File: config.mk
export PLATFORM = sky130hd
export DESIGN_NAME = fifo_param
export DESIGN_NICKNAME = d
export VERILOG_FILES = /design/src/rtl/fifo_pkg.sv /design/src/rtl/fifo_mem.sv /design/src/rtl/fifo_param.sv
export SDC_FILE = /design/constraint.sdc
export NUM_CORES = 1
export LEC_CHECK = 0
export BUFFER_PORTS_ARGS = -buffer_cell sky130_fd_sc_hd__buf_2
export CORE_MARGIN = 2
export CORE_UTILIZATION = 55
export DETAILED_ROUTE_END_ITERATION = 10
export PLACE_DENSITY_LB_ADDON = 0.1
export SYNTH_ARGS = -nofsm -noshare
export SYNTH_HDL_FRONTEND = slang
export SYNTH_SLANG_ARGS = --single-unit
export TNS_END_PERCENT = 20
File: constraint.sdc
create_clock -name clk -period 4.29 [get_ports clk]
set_input_delay 0.6435 -clock clk [delete_from_list [all_inputs] [get_ports clk]]
set_output_delay 0.6435 -clock clk [all_outputs]
set_load 0.02 [all_outputs]
File: src/rtl/fifo_pkg.sv
// Shared types and elaboration-time helpers for the parametrised FIFO.
package fifo_pkg;

    // Read-port presentation style selected by the FWFT parameter.
    typedef enum logic {
        FIFO_STD  = 1'b0,
        FIFO_FWFT = 1'b1
    } fifo_mode_e;

    // Address width for a DEPTH-entry array (DEPTH is a power of two >= 2).
    function automatic int ptr_width(input int depth);
        return (depth > 1) ? $clog2(depth) : 1;
    endfunction

    // Occupancy width: one extra bit so DEPTH itself is representable.
    function automatic int cnt_width(input int depth);
        return $clog2(depth) + 1;
    endfunction

    // True when v is a non-zero power of two.
    function automatic bit is_pow2(input int v);
        return (v > 0) && ((v & (v - 1)) == 0);
    endfunction

    // Map the integer FWFT parameter onto the mode enum.
    function automatic fifo_mode_e mode_of(input int fwft);
        return (fwft != 0) ? FIFO_FWFT : FIFO_STD;
    endfunction

endpackage

File: src/rtl/fifo_mem.sv
// DEPTH x DATA_WIDTH simple dual-port storage: synchronous write, asynchronous read.
// Contents are intentionally not reset; the control logic never exposes an
// unwritten location.
module fifo_mem
    import fifo_pkg::*;
#(
    parameter int DATA_WIDTH = 8,
    parameter int DEPTH      = 16
) (
    input  logic                            clk,
    input  logic                            wr_en,
    input  logic [ptr_width(DEPTH)-1:0]     wr_addr,
    input  logic [DATA_WIDTH-1:0]           wr_data,
    input  logic [ptr_width(DEPTH)-1:0]     rd_addr,
    output logic [DATA_WIDTH-1:0]           rd_data
);

    logic [DATA_WIDTH-1:0] mem [DEPTH];

    // Store the incoming word on an accepted write.
    always_ff @(posedge clk) begin
        if (wr_en) begin
            mem[wr_addr] <= wr_data;
        end
    end

    // Read port is a plain combinational lookup.
    assign rd_data = mem[rd_addr];

endmodule

File: src/rtl/fifo_param.sv
// Parametrised synchronous FIFO with programmable almost-full/almost-empty
// thresholds, occupancy count, overflow/underflow pulses and selectable
// standard or first-word-fall-through read presentation.
//
// Handshake: wr_en and rd_en are requests, not valid/ready pairs. A write is
// accepted when wr_en && !full, a read when rd_en && !empty, both judged on
// the state before the clock edge. A rejected request is dropped and reported
// by a one-cycle overflow/underflow pulse on the following cycle.
module fifo_param
    import fifo_pkg::*;
#(
    parameter int DATA_WIDTH = 8,
    parameter int DEPTH      = 16,
    parameter int AF_THRESH  = DEPTH - 2,
    parameter int AE_THRESH  = 2,
    parameter int FWFT       = 0
) (
    input  logic                            clk,
    input  logic                            rst,
    input  logic                            wr_en,
    input  logic [DATA_WIDTH-1:0]           data_in,
    input  logic                            rd_en,
    output logic [DATA_WIDTH-1:0]           data_op,
    output logic                            full,
    output logic                            empty,
    output logic                            almost_full,
    output logic                            almost_empty,
    output logic [cnt_width(DEPTH)-1:0]     count,
    output logic                            overflow,
    output logic                            underflow
);

    localparam int         PW   = ptr_width(DEPTH);
    localparam int         CW   = cnt_width(DEPTH);
    localparam fifo_mode_e MODE = mode_of(FWFT);

    localparam logic [CW-1:0] DEPTH_C = CW'(DEPTH);
    localparam logic [CW-1:0] AF_C    = CW'(AF_THRESH);
    localparam logic [CW-1:0] AE_C    = CW'(AE_THRESH);

    // Reject illegal configurations while elaborating.
    generate
        if (!is_pow2(DEPTH) || (DEPTH < 2)) begin : g_bad_depth
            $error("fifo_param: DEPTH must be a power of two >= 2");
        end
        if ((AF_THRESH < 1) || (AF_THRESH > DEPTH)) begin : g_bad_af
            $error("fifo_param: AF_THRESH must lie in 1..DEPTH");
        end
        if ((AE_THRESH < 0) || (AE_THRESH > DEPTH - 1)) begin : g_bad_ae
            $error("fifo_param: AE_THRESH must lie in 0..DEPTH-1");
        end
        if ((FWFT != 0) && (FWFT != 1)) begin : g_bad_fwft
            $error("fifo_param: FWFT must be 0 or 1");
        end
    endgenerate

    logic [PW-1:0]         wr_ptr;
    logic [PW-1:0]         rd_ptr;
    logic [CW-1:0]         count_nxt;
    logic                  wr_acc;
    logic                  rd_acc;
    logic [DATA_WIDTH-1:0] rd_data;

    // Flags are pure decodes of the registered occupancy.
    assign full         = (count == DEPTH_C);
    assign empty        = (count == '0);
    assign almost_full  = (count >= AF_C);
    assign almost_empty = (count <= AE_C);

    // Acceptance uses pre-edge flags; no write-to-read bypass when empty.
    assign wr_acc = wr_en && !full;
    assign rd_acc = rd_en && !empty;

    fifo_mem #(
        .DATA_WIDTH (DATA_WIDTH),
        .DEPTH      (DEPTH)
    ) u_mem (
        .clk     (clk),
        .wr_en   (wr_acc),
        .wr_addr (wr_ptr),
        .wr_data (data_in),
        .rd_addr (rd_ptr),
        .rd_data (rd_data)
    );

    // Pointers advance on acceptance and wrap naturally at DEPTH.
    always_ff @(posedge clk or posedge rst) begin
        if (rst) begin
            wr_ptr <= '0;
            rd_ptr <= '0;
        end else begin
            if (wr_acc) begin
                wr_ptr <= wr_ptr + PW'(1);
            end
            if (rd_acc) begin
                rd_ptr <= rd_ptr + PW'(1);
            end
        end
    end

    // Next occupancy: up on write only, down on read only, else hold.
    always_comb begin
        count_nxt = count;
        unique case ({wr_acc, rd_acc})
            2'b10:   count_nxt = count + CW'(1);
            2'b01:   count_nxt = count - CW'(1);
            default: count_nxt = count;
        endcase
    end

    // Occupancy register.
    always_ff @(posedge clk or posedge rst) begin
        if (rst) begin
            count <= '0;
        end else begin
            count <= count_nxt;
        end
    end

    // Error pulses flag a rejected request for exactly one cycle.
    always_ff @(posedge clk or posedge rst) begin
        if (rst) begin
            overflow  <= 1'b0;
            underflow <= 1'b0;
        end else begin
            overflow  <= wr_en && full;
            underflow <= rd_en && empty;
        end
    end

    // Read-data presentation depends on the selected mode.
    generate
        if (MODE == FIFO_STD) begin : g_std
            logic [DATA_WIDTH-1:0] data_q;

            // Registered read: capture the head word on an accepted read,
            // otherwise hold (including across underflow).
            always_ff @(posedge clk or posedge rst) begin
                if (rst) begin
                    data_q <= '0;
                end else if (rd_acc) begin
                    data_q <= rd_data;
                end
            end

            assign data_op = data_q;
        end else begin : g_fwft
            // Head word is shown directly; rd_en pops it. Zero while empty.
            assign data_op = empty ? '0 : rd_data;
        end
    endgenerate

endmodule

After elaboration in Yosys (flattened, before gate mapping)
Memories as Yosys holds them, arrays and structs flattened. A register that Yosys moved wholly into a read port is not among the register bits. Cells that the tools add are included.

Memories: 1. Memory bits (writable): 128. Register bits after elaboration: 15. Output and inout bits: 19. Logic and storage cells: 26.

Magnitude comparators: 2. Reduce and logical (&&, ||, !) cells: 8. Add/subtract/negate cells: 4. Multiplexer cells: 3. Eq/ne operators: 3.

Memory list: u_mem.mem (depth 16, bits a word 8, rd ports 1, clocked after memory_dff 1, write ports 1, line fifo_mem.sv:18) `logic [DATA_WIDTH-1:0] mem [DEPTH];`.

Operator list (count): 5-bit one-hot mux with 2 select lines (1); 4-bit by 1-bit adder with 4-bit output (second input constant) (2); 5-bit by 1-bit adder with 5-bit output (second input constant) (1); 5-bit == test (second input constant) (1); 5-bit by 4-bit >= comparator with 1-bit output (second input constant) (1); 5-bit by 2-bit less-or-equal comparator with 1-bit output (second input constant) (1); 5-bit logical NOT (1); 5-bit by 1-bit subtractor with 5-bit output (second input constant) (1); 1-bit logical AND (4); 2-bit by 1-bit == test with 1-bit output (second input constant) (1); 2-bit == test (second input constant) (1); 1-bit logical NOT (2); 1-bit two-way mux (2); 2-bit nonzero test (1).

Depth between registers and ports, before layout
Word-level depth: 5. Gate-level depth with buffers: 12.

Hierarchy
Synthesis repeated with hierarchy kept, for this count alone.

Cells, all modules: 308. Area total of the unflattened synthesis: 6088.3 um2.

By module, submodules not included: fifo_mem (area an instance 4987.3 um2, times used 1, cells an instance 221); fifo_param (area an instance 1101.1 um2, times used 1, cells an instance 87).

Worst setup path before layout
Ideal clock, no wire load.

Kind: register to register. Start: register count[1]. End: register count[4]. Stages on the path, launching flop included: 13. Setup slack: 1.354 ns. Data required time: 4.185 ns. Data arrival time: 2.831 ns. Library setup time: 0.105 ns. Clock period less this slack: 2.936 ns. Cells stage by stage: dfrtp_1 buf_6 or4_4 o21ai_2 inv_2 ha_1 clkbuf_1 xor2_1 ha_1 o211a_1 o21ai_0 o41ai_1 nor4b_1.

Longest elaborated chain between the ends: 5.

RTL lines: from (decl) (line fifo_param.sv:28) `output logic [cnt_width(DEPTH)-1:0] count,`; from (signal assigned) (line fifo_param.sv:116) `count <= count_nxt;`; 5-bit logical NOT * (line fifo_param.sv:66) `assign empty = (count == '0);`; 1-bit logical NOT * (line fifo_param.sv:72) `assign rd_acc = rd_en && !empty;`; 1-bit logical AND * (line fifo_param.sv:72); net rd_acc (line fifo_param.sv:61) `logic rd_acc;`; 2-bit by 1-bit == test with 1-bit output / 2-bit == test (equally long branches) (line fifo_param.sv:104) `unique case ({wr_acc, rd_acc})`; 5-bit one-hot mux with 2 select lines / 2-bit nonzero test (equally long branches).

Mark *: on every way through the listed nets, which the timed path passes. The rest lies on a longest branch. A chain may end at the register's enable or synchronous reset.

Final worst setup path
Ends and elaborated chain as after synthesis.

==> run summary <==
vias in the first global route - 3028
share of cells above drive strength 1 - 26.32%
cell mode on critical path - ha_1
drt drc - 0
wire per inst - 21.73 microns
Worst setup EP type - flop
cells on worst reg2reg path - 10
setup bufs post-CTS - 0
uppermost routed layer - met4
crit start category - flop
sum of negative setup slack - 0 ps
Util after Layout - 63.60%
Clk Tree Root Cell - clkbuf_8
CP Depth - 10
global-route wire length before repair - 17650 microns
remaining global-route overflow - 0
max-cap violations - 0
antenna viol nets, final - 0
initial antenna violation count - 0
Final Critical Period - 3382 ps
hold crit path type - in2async
Detailed Place HPWL - 7200 microns
CORE AREA - 0.01084 sq mm
WP data arrival - 3790 ps
Yosys warnings - 0
vias per cell - 5.731
setup slack, reg-to-reg - 910 ps
CTS max path bufs - 2
Slew Limit Fails - 0
Initial DRT Pass Iterations - 4
register area share after synthesis - 72.26%
CTS Sinks - 151
Avg Cell Area, Syn - 18.37 sq um
Cells after Synth - 333
Fin Clk Skew - 10.95 ps
R2R Path End - count[4]
met2 routed wirelength - 5550 microns
Worst Path Class, Setup - reg2reg
Worst-Skew Late Latency - 510 ps
crit-path max FO - 11
Port-buffer cells - 30
row count - 38
Max VDD drop - 298.5 uV
most common cell after layout, fill and taps aside - edfxtp_1
Tcrit/Tclk final - 78.83%
M1 wire length - 5174 microns
Die Y - 109.5 microns
Layout Nets - 389
outcome - complete, no violations
commonest non-fill, non-tap cells in the layout - 128 x edfxtp_1, 32 x mux4_2, 30 x buf_2
worst slew pin tran - 1127 ps
hold violation total from the final report - 0
number of I/O pins - 31
synthesis-stage register bit count - 151
Post-synth EDFFs - 128
initial detailed-routing violation count - 199
critical path's top delay family - simple AND/OR/NAND/NOR gates
reg-to-reg startpoint - count[1]
via count - 2980
Data required, critical path - 4690 ps
CTS buffer count - 17
routability congestion estimate from global placement - 0.7807
die width - 109.5 microns
critical-path cell list - or4_4, o21ai_2, inv_2, ha_1, xor2_1, ha_1, nor2b_1, o21ai_0, a21oi_1, nor4b_1
pwr/cell area - 664.6 mW/mm^2
filler instances - 764
final WL - 11300 microns
Leak Pwr - 2.429 nW
GRT Total Usage - 21.28%
CTS tree - built
Buf/Inv on CP - 1
Post-CTS Resized - 0
Yosys cell types - 40
WL met3 - 464 microns
die area - 0.01198 sq mm
Mapped Nets - 354
f_max - 295.7 MHz
max incr delay on CP - 610 ps
Post-synth ARST share - 15.23%
CTS H-tree depth - 4
Primary FF master, synth - edfxtp_1
n_diodes - 0
Final setup viols - 0
CP max stage cell - or4_4
RSZ-0062 raised after global routing - false
Starting Density - 56.42%
CTS clk-pin slew, worst paths - 60 ps
relative slew slack - 24.88%
Synth-to-Final Area Change - 12.73%
area of the mapped netlist - 0.006116 sq mm
CTS Hold Bufs - 0
largest net degree at the start of global routing - 28
==> cells in the mapped netlist, drive strengths merged, types with 2 or more instances <==
cell	number	share of area (%)
ha	9	1.8
edfxtp	128	63
nand2	24	1.5
xnor2	6	0.86
o221ai	8	1.1
nor2b	3	0.31
clkbuf	5	0.31
nor2	18	1.1
nand3	2	0.16
dfrtp	23	9.4
mux4	32	12
inv	8	0.49
buf	14	1.3
nand2b	4	0.45
mux2i	16	2.6
xor2	3	0.43
a21oi	3	0.25
nor3	5	0.41
nand4	2	0.20
o21ai	5	0.47
==> worst register-to-register path: cells and delay by family, from the launching register on <==
family	cells	cell delay [ps]
adders and majority gates	2	580
AOI/OAI and AO/OA	3	800
and+or+nand+nor	3	1040
buffers and inverters	1	160
xor gates and xnor gates	1	190
DFF	1	500
==> cell type report <==
class / instances / area (sq um) / area share, %
Sequential cell: 151 / 4420 / 64.12
Multi-Input combinational cell: 155 / 1573 / 22.81
Inverter: 8 / 30.03 / 0.4356
Clock buffer: 18 / 417.9 / 6.062
Tap cell: 140 / 175.2 / 2.541
Clock inverter: 13 / 90.09 / 1.307
Timing Repair Buffer: 35 / 187.7 / 2.722
==> metal layers <==
layer / GRT usage, % / vias to the layer above
li1: - / 1380
met1: 30.67 / 1522
met2: 32.41 / 71
met3: 4.446 / 7
met4: 8.137 / 0
met5: 0 / -
==> power breakdown <==
group	switching [mW]	internal, mW	total (mW)
Combinational	0.594	0.581	1.17
Clock	0.532	0.749	1.28
Sequential	0.308	1.82	2.13
Total	1.43	3.15	4.58
==> through the flow <==
step | std cells | setup slack (ps) | power, mW | instance area [sq um] | hold WS, ps
2_1_floorplan | 333 | 1354 | 2.979 | 6116 | 498.8
3_3_place_gp | 489 | 1082 | 3.331 | 6386 | 474.0
3_5_place_dp | 489 | 937.6 | 3.350 | 6386 | 477.8
4_1_cts | 520 | 914.1 | 4.626 | 6894 | 331.9
5_1_grt | 520 | 649.7 | 4.826 | 6894 | 347.0
6_report | 520 | 908.1 | 4.582 | 6894 | 319.1
==> worst max path at each step <==
stage | slack (ps) | start | end
detailed placement | 940 | count[1] | count[4]
floorplan | 1350 | count[1] | count[4]
finish | 910 | count[1] | count[4]
CTS | 910 | count[1] | count[4]
global route | 650 | count[1] | count[4]
global placement | 1080 | count[1] | count[4]
==> registers in the layout, indices dropped and copies added (netlist names) <==
signal     flops
u_mem.mem    128
data_op        8
count          5
rd_ptr         4
wr_ptr         4
overflow       1
underflow      1
==> cell families after synthesis <==
family	Yosys count	share of synthesized area, %
buf+inv	27	2.107
xor+xnor	9	1.289
flops	151	72.26
simple gates	65	5.013
compound gates	23	2.905
fa+ha+maj	9	1.841
mux	49	14.59
(Power assumes the default switching activity.)
